==> config.mk <==
export PLATFORM = sky130hd
export DESIGN_NAME = processing_unit_v3
export DESIGN_NICKNAME = d
export VERILOG_FILES = /design/src/rtl/processing_unit_v3.sv
export SDC_FILE = /design/constraint.sdc
export NUM_CORES = 1
export LEC_CHECK = 0
export CAP_MARGIN = 0
export CORE_ASPECT_RATIO = 2
export CORE_MARGIN = 1
export CORE_UTILIZATION = 51
export DETAILED_ROUTE_END_ITERATION = 8
export PLACE_DENSITY = 0.86
export SYNTH_ARGS = -nofsm -noshare
export SYNTH_HDL_FRONTEND = slang
export SYNTH_SLANG_ARGS = --single-unit
==> constraint.sdc <==
create_clock -name clk -period 32.3 [get_ports clk]
set_input_delay 6.46 -clock clk [delete_from_list [all_inputs] [get_ports clk]]
set_output_delay 6.46 -clock clk [all_outputs]
set_load 0.03 [all_outputs]
==> src/rtl/processing_unit_v3.sv <==
// Union-find decoder PE for one Z-type ancilla: measurement FIFO, grow pulse, merge.
// Optional PU_MERGE_CYCLE_COUNT_EN adds a saturating merge_cycles activity counter.
module processing_unit_v3 #(
   parameter int PER_DIM_BIT_WIDTH = 2,
   parameter int NEIGHBOR_COUNT    = 6,
   parameter logic [3*PER_DIM_BIT_WIDTH-1:0] ADDRESS = '0,
   parameter int STAGE_WIDTH       = 3,
   parameter int MEAS_DEPTH        = 4,
   parameter int QUIET_CYCLES      = 2,
   localparam int ADDRESS_WIDTH    = 3*PER_DIM_BIT_WIDTH,
   localparam int COUNT_WIDTH      = $clog2(MEAS_DEPTH)+1
) (
   input  logic                                    clk,
   input  logic                                    reset,
   input  logic [STAGE_WIDTH-1:0]                  global_stage,
   input  logic                                    meas_valid,
   input  logic                                    meas_data,
   output logic                                    meas_ready,
   output logic [COUNT_WIDTH-1:0]                  meas_count,
   output logic                                    load_underflow,
   input  logic [NEIGHBOR_COUNT-1:0]               neighbor_fully_grown,
   input  logic [NEIGHBOR_COUNT*ADDRESS_WIDTH-1:0] neighbor_root,
   input  logic [NEIGHBOR_COUNT-1:0]               neighbor_parent_vector,
   input  logic [NEIGHBOR_COUNT-1:0]               neighbor_is_boundary,
   input  logic [NEIGHBOR_COUNT-1:0]               parent_odd,
   input  logic [NEIGHBOR_COUNT-1:0]               child_cluster_parity,
   input  logic [NEIGHBOR_COUNT-1:0]               child_touching_boundary,
   output logic                                    neighbor_increase,
   output logic [NEIGHBOR_COUNT-1:0]               parent_vector,
   output logic                                    cluster_parity,
   output logic                                    cluster_touching_boundary,
   output logic                                    odd,
   output logic [ADDRESS_WIDTH-1:0]                root,
`ifdef PU_MERGE_CYCLE_COUNT_EN
   output logic [15:0]                             merge_cycles,
`endif
   output logic                                    busy
);

   localparam int PTR_WIDTH   = $clog2(MEAS_DEPTH);
   localparam int QUIET_WIDTH = $clog2(QUIET_CYCLES+2);

   localparam logic [STAGE_WIDTH-1:0] STAGE_IDLE    = STAGE_WIDTH'(0);
   localparam logic [STAGE_WIDTH-1:0] STAGE_LOADING = STAGE_WIDTH'(1);
   localparam logic [STAGE_WIDTH-1:0] STAGE_GROW    = STAGE_WIDTH'(2);
   localparam logic [STAGE_WIDTH-1:0] STAGE_MERGE   = STAGE_WIDTH'(3);

   // Stage tracking
   logic [STAGE_WIDTH-1:0] r_stage;
   logic [STAGE_WIDTH-1:0] r_last_stage;
   logic                   w_load_entry;
   logic                   w_merge;

   // Measurement FIFO
   logic                   r_mem [MEAS_DEPTH];
   logic [PTR_WIDTH-1:0]   r_wr_ptr;
   logic [PTR_WIDTH-1:0]   r_rd_ptr;
   logic [COUNT_WIDTH-1:0] r_count;
   logic                   r_underflow;
   logic                   w_full;
   logic                   w_empty;
   logic                   w_push;
   logic                   w_pop;
   logic                   w_load_bit;

   // Cluster state
   logic                      r_m;
   logic [ADDRESS_WIDTH-1:0]  r_root;
   logic [NEIGHBOR_COUNT-1:0] r_parent_vector;
   logic                      r_cluster_parity;
   logic                      r_touching;
   logic                      r_odd;
   logic                      r_busy;
   logic [QUIET_WIDTH-1:0]    r_quiet;

   // Merge evaluation
   logic                      w_any_grown;
   logic [ADDRESS_WIDTH-1:0]  w_min_root;
   logic [NEIGHBOR_COUNT-1:0] w_sel_onehot;
   logic                      w_root_update;
   logic                      w_next_parity;
   logic                      w_next_boundary;
   logic                      w_next_odd;
   logic                      w_change;
   logic [QUIET_WIDTH-1:0]    w_quiet_inc;
   logic                      w_quiet_done;

   always_ff @(posedge clk) begin
      if (reset) begin
         r_stage      <= STAGE_IDLE;
         r_last_stage <= STAGE_IDLE;
      end else begin
         // NOTE: non-blocking so r_last_stage takes the pre-edge r_stage.
         r_stage      <= global_stage;
         r_last_stage <= r_stage;
      end
   end

   assign w_load_entry = (r_stage == STAGE_LOADING) && (r_last_stage != STAGE_LOADING);
   assign w_merge      = (r_stage == STAGE_MERGE);

   assign w_full     = (r_count == COUNT_WIDTH'(MEAS_DEPTH));
   assign w_empty    = (r_count == '0);
   assign meas_ready = !reset && !w_full;
   assign w_push     = meas_valid && meas_ready;
   assign w_pop      = w_load_entry && !w_empty;
   assign w_load_bit = w_empty ? 1'b0 : r_mem[r_rd_ptr];

   // NOTE: storage is not reset; occupancy and pointers alone define validity.
   always_ff @(posedge clk) begin
      if (w_push) r_mem[r_wr_ptr] <= meas_data;
   end

   always_ff @(posedge clk) begin
      if (reset) begin
         r_wr_ptr    <= '0;
         r_rd_ptr    <= '0;
         r_count     <= '0;
         r_underflow <= 1'b0;
      end else begin
         if (w_push) r_wr_ptr <= r_wr_ptr + PTR_WIDTH'(1);
         if (w_pop)  r_rd_ptr <= r_rd_ptr + PTR_WIDTH'(1);
         if (w_push && !w_pop)      r_count <= r_count + COUNT_WIDTH'(1);
         else if (w_pop && !w_push) r_count <= r_count - COUNT_WIDTH'(1);
         if (w_load_entry && w_empty) r_underflow <= 1'b1;
      end
   end

   // Lowest root among fully grown channels; strict < keeps the lowest index on ties.
   always_comb begin
      w_any_grown  = 1'b0;
      w_min_root   = '0;
      w_sel_onehot = '0;
      for (int i = 0; i < NEIGHBOR_COUNT; i++) begin
         if (neighbor_fully_grown[i] &&
             (!w_any_grown || (neighbor_root[i*ADDRESS_WIDTH +: ADDRESS_WIDTH] < w_min_root))) begin
            w_any_grown     = 1'b1;
            w_min_root      = neighbor_root[i*ADDRESS_WIDTH +: ADDRESS_WIDTH];
            w_sel_onehot    = '0;
            w_sel_onehot[i] = 1'b1;
         end
      end
   end

   assign w_root_update   = w_any_grown && (w_min_root < r_root);
   assign w_next_parity   = ^(neighbor_parent_vector & child_cluster_parity) ^ r_m;
   assign w_next_boundary = |(neighbor_parent_vector & child_touching_boundary) |
                            |neighbor_is_boundary;
   assign w_next_odd      = (r_parent_vector != '0) ? |(r_parent_vector & parent_odd)
                                                    : (w_next_parity & ~w_next_boundary);
   assign w_change        = w_root_update ||
                            (w_next_parity != r_cluster_parity) ||
                            (w_next_boundary != r_touching) ||
                            (w_next_odd != r_odd);
   assign w_quiet_inc     = r_quiet + QUIET_WIDTH'(1);
   assign w_quiet_done    = (w_quiet_inc >= QUIET_WIDTH'(QUIET_CYCLES));

   always_ff @(posedge clk) begin
      if (reset) begin
         r_m              <= 1'b0;
         r_root           <= ADDRESS;
         r_parent_vector  <= '0;
         r_cluster_parity <= 1'b0;
         r_touching       <= 1'b0;
         r_odd            <= 1'b0;
         r_busy           <= 1'b0;
         r_quiet          <= '0;
      end else if (w_load_entry) begin
         r_m              <= w_load_bit;
         r_cluster_parity <= w_load_bit;
         r_odd            <= w_load_bit;
         r_touching       <= 1'b0;
         r_root           <= ADDRESS;
         r_parent_vector  <= '0;
         r_busy           <= 1'b0;
         r_quiet          <= '0;
      end else if (w_merge) begin
         if (w_root_update) begin
            r_root          <= w_min_root;
            r_parent_vector <= w_sel_onehot;
         end
         r_cluster_parity <= w_next_parity;
         r_touching       <= w_next_boundary;
         r_odd            <= w_next_odd;
         if (w_change) begin
            r_busy  <= 1'b1;
            r_quiet <= '0;
         end else begin
            r_quiet <= (w_quiet_inc > QUIET_WIDTH'(QUIET_CYCLES)) ? QUIET_WIDTH'(QUIET_CYCLES)
                                                                  : w_quiet_inc;
            if (w_quiet_done) r_busy <= 1'b0;
         end
      end
   end

`ifdef PU_MERGE_CYCLE_COUNT_EN
   logic [15:0] r_merge_cycles;

   always_ff @(posedge clk) begin
      if (reset || w_load_entry) begin
         r_merge_cycles <= '0;
      end else if (w_merge && (r_busy || w_change) && (r_merge_cycles != 16'hFFFF)) begin
         r_merge_cycles <= r_merge_cycles + 16'd1;
      end
   end

   assign merge_cycles = r_merge_cycles;
`endif

   assign neighbor_increase         = r_odd && (r_stage == STAGE_GROW) && (r_last_stage != STAGE_GROW);
   assign meas_count                = r_count;
   assign load_underflow            = r_underflow;
   assign parent_vector             = r_parent_vector;
   assign cluster_parity            = r_cluster_parity;
   assign cluster_touching_boundary = r_touching;
   assign odd                       = r_odd;
   assign root                      = r_root;
   assign busy                      = r_busy;

endmodule

==> flow_summary.json, run 1 <==
{
  "outcome": "complete, no violations",
  "cts_sinks": 39,
  "hold_path.class": "register to register",
  "top_layer": "met4",
  "drt-total-wl_microns": 9850,
  "final_nets": 597,
  "clk_pin_slew_ps": 60,
  "grt-ovfl-total": 0,
  "cp_slowest_cell": "clkdlybuf4s50_1",
  "port_buffers": 100,
  "numCtsBuffers": 5,
  "clockRootBuffer": "clkbuf_16",
  "post-cts-setup-buffer-count": 0,
  "p_leak_nw": 1.82,
  "first_pass_iters": 4,
  "worst_slew_pin_slew_ps": 781,
  "drt_iter0_drc": 157,
  "synth_area_sq_um": 3270,
  "diodes": 0,
  "post_cts_resized": 0,
  "drtAntennaViolNets": 0,
  "dp_slack_ps": 14150,
  "critPathKind": "input pin to register",
  "grt_pass1_vias": 3437,
  "synth_flop_cell": "dfxtp_1",
  "design_area_sq_um": 4490,
  "remaining_drc_errors": 0,
  "syn_inst": 383,
  "fin_crit_sh_pct": 55.7,
  "ys_ff_latch": 39,
  "fin_util_pct": 73.5,
  "hold_slack_ps": 487,
  "met3_length_microns": 480,
  "grt.total_usage_pct": 29.9,
  "ir_worst_vdd_mv": 0.0449,
  "wl_met2_microns": 5830,
  "relSlewSlack_pct": 47.7,
  "crit_fanout": 16,
  "io_pins": 101,
  "hpwl_microns": 8030,
  "wl_met1_microns": 3100,
  "p_clk_share_pct": 28.0,
  "yosysUniqueCellTypes": 70,
  "rsz0062_at_grt": "no",
  "postPlaceCellArea_sq_um": 4330,
  "cts_hold_buf": 0,
  "clk_path_buf_depth": 2,
  "p_int_mw": 0.123,
  "max_freq_mhz": 55.6,
  "grt_max_degree": 22,
  "die_width_microns": 58.6,
  "seq_power_share_pct": 28.3,
  "stdcell_count": 566,
  "finalSetupViolations": 0,
  "p_total_mw": 0.191,
  "grt_first_pass_wirelength_microns": 15000,
  "vias": 3316,
  "drv_cap": 0,
  "switching_share_pct": 35.3,
  "syn_nets": 499,
  "fin_tns_setup_ps": 0,
  "cp_slowest_stage_delay_ps": 780,
  "synth-async-reset-ratio_pct": 0,
  "start_kind": "input pin",
  "cts.htree.levels": 2,
  "rows": 40,
  "critPathMostFrequentCell": "ha_1",
  "dp.cells": 558,
  "fin_worst_skew_ps": 8.07,
  "initial_core_util_pct": 53.5,
  "core_sq_um": 6110,
  "synth-seq-area-share_pct": 25.1,
  "power.density_nw_per_um2": 42.5,
  "required_ps": 32530,
  "vias_per_cell": 5.86,
  "area_growth_pct": 37.3,
  "power_frac_comb_pct": 43.7,
  "power_switching_mw": 0.0675,
  "clk_latency_ps": 290,
  "end_kind": "register",
  "drive_gt1_share_pct": 8.09,
  "cp.arrival_ps": 18230,
  "antenna_found_initial": 0,
  "report.final.hold_viol_count": 0,
  "synth_edf_count": 4,
  "maxSlewViolCount": 0,
  "synth.avg_cell_area_sq_um": 8.54,
  "die_h_microns": 115,
  "gp_congestion": 0.990,
  "wl_per_cell_microns": 17.4,
  "die-area_sq_um": 6750,
  "yosys_warnings": 0,
  "cts_tree": "built",
  "fin_ws_ps": 14300,
  "fin_crit_ps": 18000
}
-- power by group through the flow --
stage | Clock [mW] | Combinational (mW) | Sequential, mW
floorplan | 0 | 0.0521 | 0.0572
global placement | 0 | 0.0795 | 0.0548
detailed placement | 0 | 0.0817 | 0.0550
CTS | 0.0544 | 0.0826 | 0.0540
global route | 0.0559 | 0.0905 | 0.0544
finish | 0.0535 | 0.0835 | 0.0540
-- critical path, delay by kind of cell --
kind / cells / cell delay (ps)
buf+inv: 2 / 840
fa+ha+maj: 6 / 1810
simple gates: 8 / 1360
mux: 4 / 1410
compound gates: 24 / 6340
-- routing by layer --
metal | GRT usage (%) | vias to the layer above
li1 | - | 1588
met1 | 22.7 | 1566
met2 | 63.1 | 129
met3 | 4.84 | 33
met4 | 18.7 | 0
met5 | 0 | -
-- state kept, by name (all words and copies together) (netlist names), 2 cells and up, named ones only --
register       flops
r_quiet            2
r_mem              4
parent_vector      6
meas_count         3
r_last_stage       3
r_stage            3
r_rd_ptr           2
r_wr_ptr           2
root               6
-- synthesized netlist by cell type, drive strengths merged (3+ instances only) --
cell	count	area [sq um]
inv	42	158
nand2	40	153
ha	36	450
dfxtp	35	701
nor2	28	105
a21oi	16	80.1
o21ai	14	85.1
mux2	11	124
mux2i	11	110
nand3	8	40.0
xnor2	8	70.1
and3	7	43.8
nor2b	7	43.8
o2bb2ai	7	80.1
a211oi	6	50.1
clkbuf	6	22.5
o21a	6	45.0
xor2	6	52.6
o21ba	5	50.1
o22ai	5	31.3
a21o	4	30.0
edfxtp	4	120
nand4	4	25.0
nor4	4	31.3
o211ai	4	35.0
a211o	3	26.3
a221oi	3	26.3
buf	3	27.5
nand3b	3	22.5
nor3	3	15.0
o221ai	3	26.3
or2	3	21.3
-- final cells by class --
| class | instances | area [sq um] |
|---|---|---|
| Clock buffer | 6 | 150 |
| Tap cell | 84 | 105 |
| Clock inverter | 2 | 13.8 |
| Multi-Input combinational cell | 293 | 2240 |
| Fill cell | 502 | 1620 |
| Timing Repair Buffer | 100 | 1000 |
| Sequential cell | 39 | 821 |
| Inverter | 42 | 158 |
-- logic make-up (layout without fill, tap and decap cells) --
| kind of cell | after synthesis | after routing | share of synthesized area (%) |
|---|---|---|---|
| buffers and inverters | 51 | 150 | 6.35 |
| and+or+nand+nor | 121 | 121 | 19.2 |
| DFF | 39 | 39 | 25.1 |
| xor gates and xnor gates | 14 | 14 | 3.75 |
| AOI/OAI and AO/OA | 98 | 98 | 23.4 |
| adders and majority gates | 37 | 37 | 14.4 |
| muxes | 23 | 23 | 7.85 |
-- layout by cell type, fill, tap and decap left out, drive strengths merged, types with 7 or more instances in the layout --
cell,n
clkdlybuf4s50,100
inv,42
nand2,40
ha,36
dfxtp,35
nor2,28
a21oi,16
o21ai,14
mux2,11
mux2i,11
nand3,8
xnor2,8
nor2b,7
and3,7
o2bb2ai,7
-- worst paths after layout --
kind	from	endpoint	slack [ps]	cells after the start
max	neighbor_fully_grown[0]	root[5]$_SDFFE_PP0P_	14300	44
max reg2reg	root[3]$_SDFFE_PP0P_	root[5]$_SDFFE_PP0P_	29620	9
min	r_quiet[1]$_SDFFE_PP0P_	r_quiet[1]$_SDFFE_PP0P_	490	2
min reg2reg	r_quiet[1]$_SDFFE_PP0P_	r_quiet[1]$_SDFFE_PP0P_	490	2
No activity file was read; power rests on OpenSTA's default activity.
==> inputs of run 2 (changes only) <==
--- a/config.mk
+++ b/config.mk
@@ -8,9 +8,9 @@
 export CAP_MARGIN = 0
 export CORE_ASPECT_RATIO = 2
 export CORE_MARGIN = 1
-export CORE_UTILIZATION = 51
+export CORE_UTILIZATION = 43
 export DETAILED_ROUTE_END_ITERATION = 8
-export PLACE_DENSITY = 0.86
+export PLACE_DENSITY = 0.78
 export SYNTH_ARGS = -nofsm -noshare
 export SYNTH_HDL_FRONTEND = slang
 export SYNTH_SLANG_ARGS = --single-unit
==> constraint.sdc (replaced) <==
create_clock -name clk -period 15.15 [get_ports clk]
set_input_delay 3.03 -clock clk [delete_from_list [all_inputs] [get_ports clk]]
set_output_delay 3.03 -clock clk [all_outputs]
set_load 0.03 [all_outputs]
==> run 2 against run 1 <==
Effect of this change:
- clock skew is 2.2 ps lower
- worst setup slack worse by 13000 ps
- count of clock-buffer cells in the layout is 1 lower
- critical path depth unchanged
==> flow_summary.json, run 2 (same netlist as run 1, synthesis figures left out) <==
{
  "vias": 3215,
  "final_nets": 597,
  "fin_worst_skew_ps": 5.90,
  "power_frac_comb_pct": 44.5,
  "clk_path_buf_depth": 2,
  "final_cell_mix": "clkdlybuf4s50_1 (100), inv_1 (42), nand2_1 (39)",
  "die-area_sq_um": 7980,
  "critPathMostFrequentCell": "ha_1",
  "multi_input_area_sq_um": 2250,
  "maxSlewViolCount": 0,
  "die_h_microns": 125,
  "initial_core_util_pct": 44.7,
  "fin_tns_setup_ps": 0,
  "regArea_sq_um": 821,
  "cts_sinks": 39,
  "critPathTopFamily": "compound AO/OA/AOI/OAI gates",
  "ir_worst_vdd_mv": 0.0611,
  "rsz0062_at_grt": "no",
  "io_pins": 101,
  "cp_num_buf_inv": 2,
  "fin_crit_ps": 14240,
  "cts_hold_buf": 0,
  "power_switching_mw": 0.139,
  "clockRootBuffer": "clkbuf_16",
  "drt-total-wl_microns": 9320,
  "port_buffers": 100,
  "max_freq_mhz": 70.2,
  "layout_commonest_cell": "clkdlybuf4s50_1",
  "grt_pass1_vias": 3397,
  "drive_gt1_share_pct": 8.30,
  "hold_slack_ps": 479,
  "grt_max_degree": 22,
  "seq_power_share_pct": 29.4,
  "critPathKind": "input pin to register",
  "core_sq_um": 7320,
  "cp.arrival_ps": 14460,
  "end_kind": "register",
  "clk_pin_slew_ps": 60,
  "grt-ovfl-total": 0,
  "drt_iter0_drc": 113,
  "report.final.hold_viol_count": 0,
  "grt_first_pass_wirelength_microns": 15100,
  "rows": 44,
  "gp_congestion": 0.924,
  "numCtsBuffers": 5,
  "required_ps": 15370,
  "antenna_found_initial": 0,
  "die_width_microns": 63.7,
  "drv_cap": 0,
  "fin_ws_ps": 910,
  "clk_latency_ps": 280,
  "cts.htree.levels": 2,
  "start_kind": "input pin",
  "diodes": 0,
  "first_pass_iters": 4,
  "fillers": 650,
  "worst_slew_pin_slew_ps": 772,
  "crit_fanout": 16,
  "p_leak_nw": 1.82,
  "fin_crit_sh_pct": 94.0,
  "switching_share_pct": 35.5,
  "hpwl_microns": 7850,
  "outcome": "complete, no violations",
  "drtAntennaViolNets": 0,
  "finalSetupViolations": 0,
  "vias_per_cell": 5.60,
  "p_clk_share_pct": 26.1,
  "power.density_nw_per_um2": 87.3,
  "wl_per_cell_microns": 16.2,
  "cp_slowest_stage_delay_ps": 770,
  "p_int_mw": 0.252,
  "relSlewSlack_pct": 48.3,
  "cts_tree": "built",
  "cp_slowest_cell": "clkdlybuf4s50_1",
  "grt.total_usage_pct": 24.2,
  "area_growth_pct": 37.2,
  "remaining_drc_errors": 0,
  "p_total_mw": 0.391,
  "hold_path.class": "register to register",
  "dp_slack_ps": 464
}
[run 2: tightest hold or removal path: stages (launching register included)]
cell and delay, ps:
dfxtp_1 320, nand2_1 60, a21oi_1 60
[run 2: power groups by stage]
stage	Sequential, mW	Clock [mW]	Combinational, mW
global placement	0.117	0	0.170
global route	0.116	0.107	0.193
finish	0.115	0.102	0.174
detailed placement	0.117	0	0.173
CTS	0.115	0.104	0.174
floorplan	0.122	0	0.111
[run 2: layout make-up]
| class | count | area share, % |
|---|---|---|
| multi-input combinational | 293 | 50.1 |
| timing repair buffer | 100 | 22.3 |
| tap | 92 | 2.57 |
| clock buffer | 5 | 2.79 |
| sequential | 39 | 18.3 |
| inverter | 42 | 3.52 |
| clock inverter | 3 | 0.391 |
[run 2: stage by stage]
step	std cells	area, sq um	util [%]
after floorplan	383	3270	-
after global placement	566	4340	59.2
after detailed placement	566	4340	59.2
after CTS	574	4480	61.2
after global routing	574	4480	61.2
final	574	4480	61.2
[run 2: layer usage]
| metal | track usage [%] | up-vias | wire length, microns |
|---|---|---|---|
| met4 | 13.9 | 0 | 446 |
| met2 | 49.9 | 115 | 5420 |
| met5 | 0 | - | 0 |
| met3 | 3.10 | 32 | 388 |
| li1 | - | 1603 | - |
| met1 | 20.4 | 1465 | 3070 |
[run 2: path summary, 6_finish.rpt]
kind,to,slack [ps],depth (start not counted),start
setup reg to reg,meas_count[2]$_SDFFE_PP0P_,12560,9,meas_count[0]$_SDFFE_PP0P_
hold / removal,r_m$_SDFFE_PP0P_,480,2,r_m$_SDFFE_PP0P_
setup / recovery,root[3]$_SDFFE_PP0P_,910,44,neighbor_fully_grown[0]
hold reg to reg,r_m$_SDFFE_PP0P_,480,2,r_m$_SDFFE_PP0P_
[run 2: repair_timing]
item	CTS	global route
endpoints found under the setup margin	0	12
hold endpoints to repair	0	0
buffers inserted	0	0
resized for setup	0	1
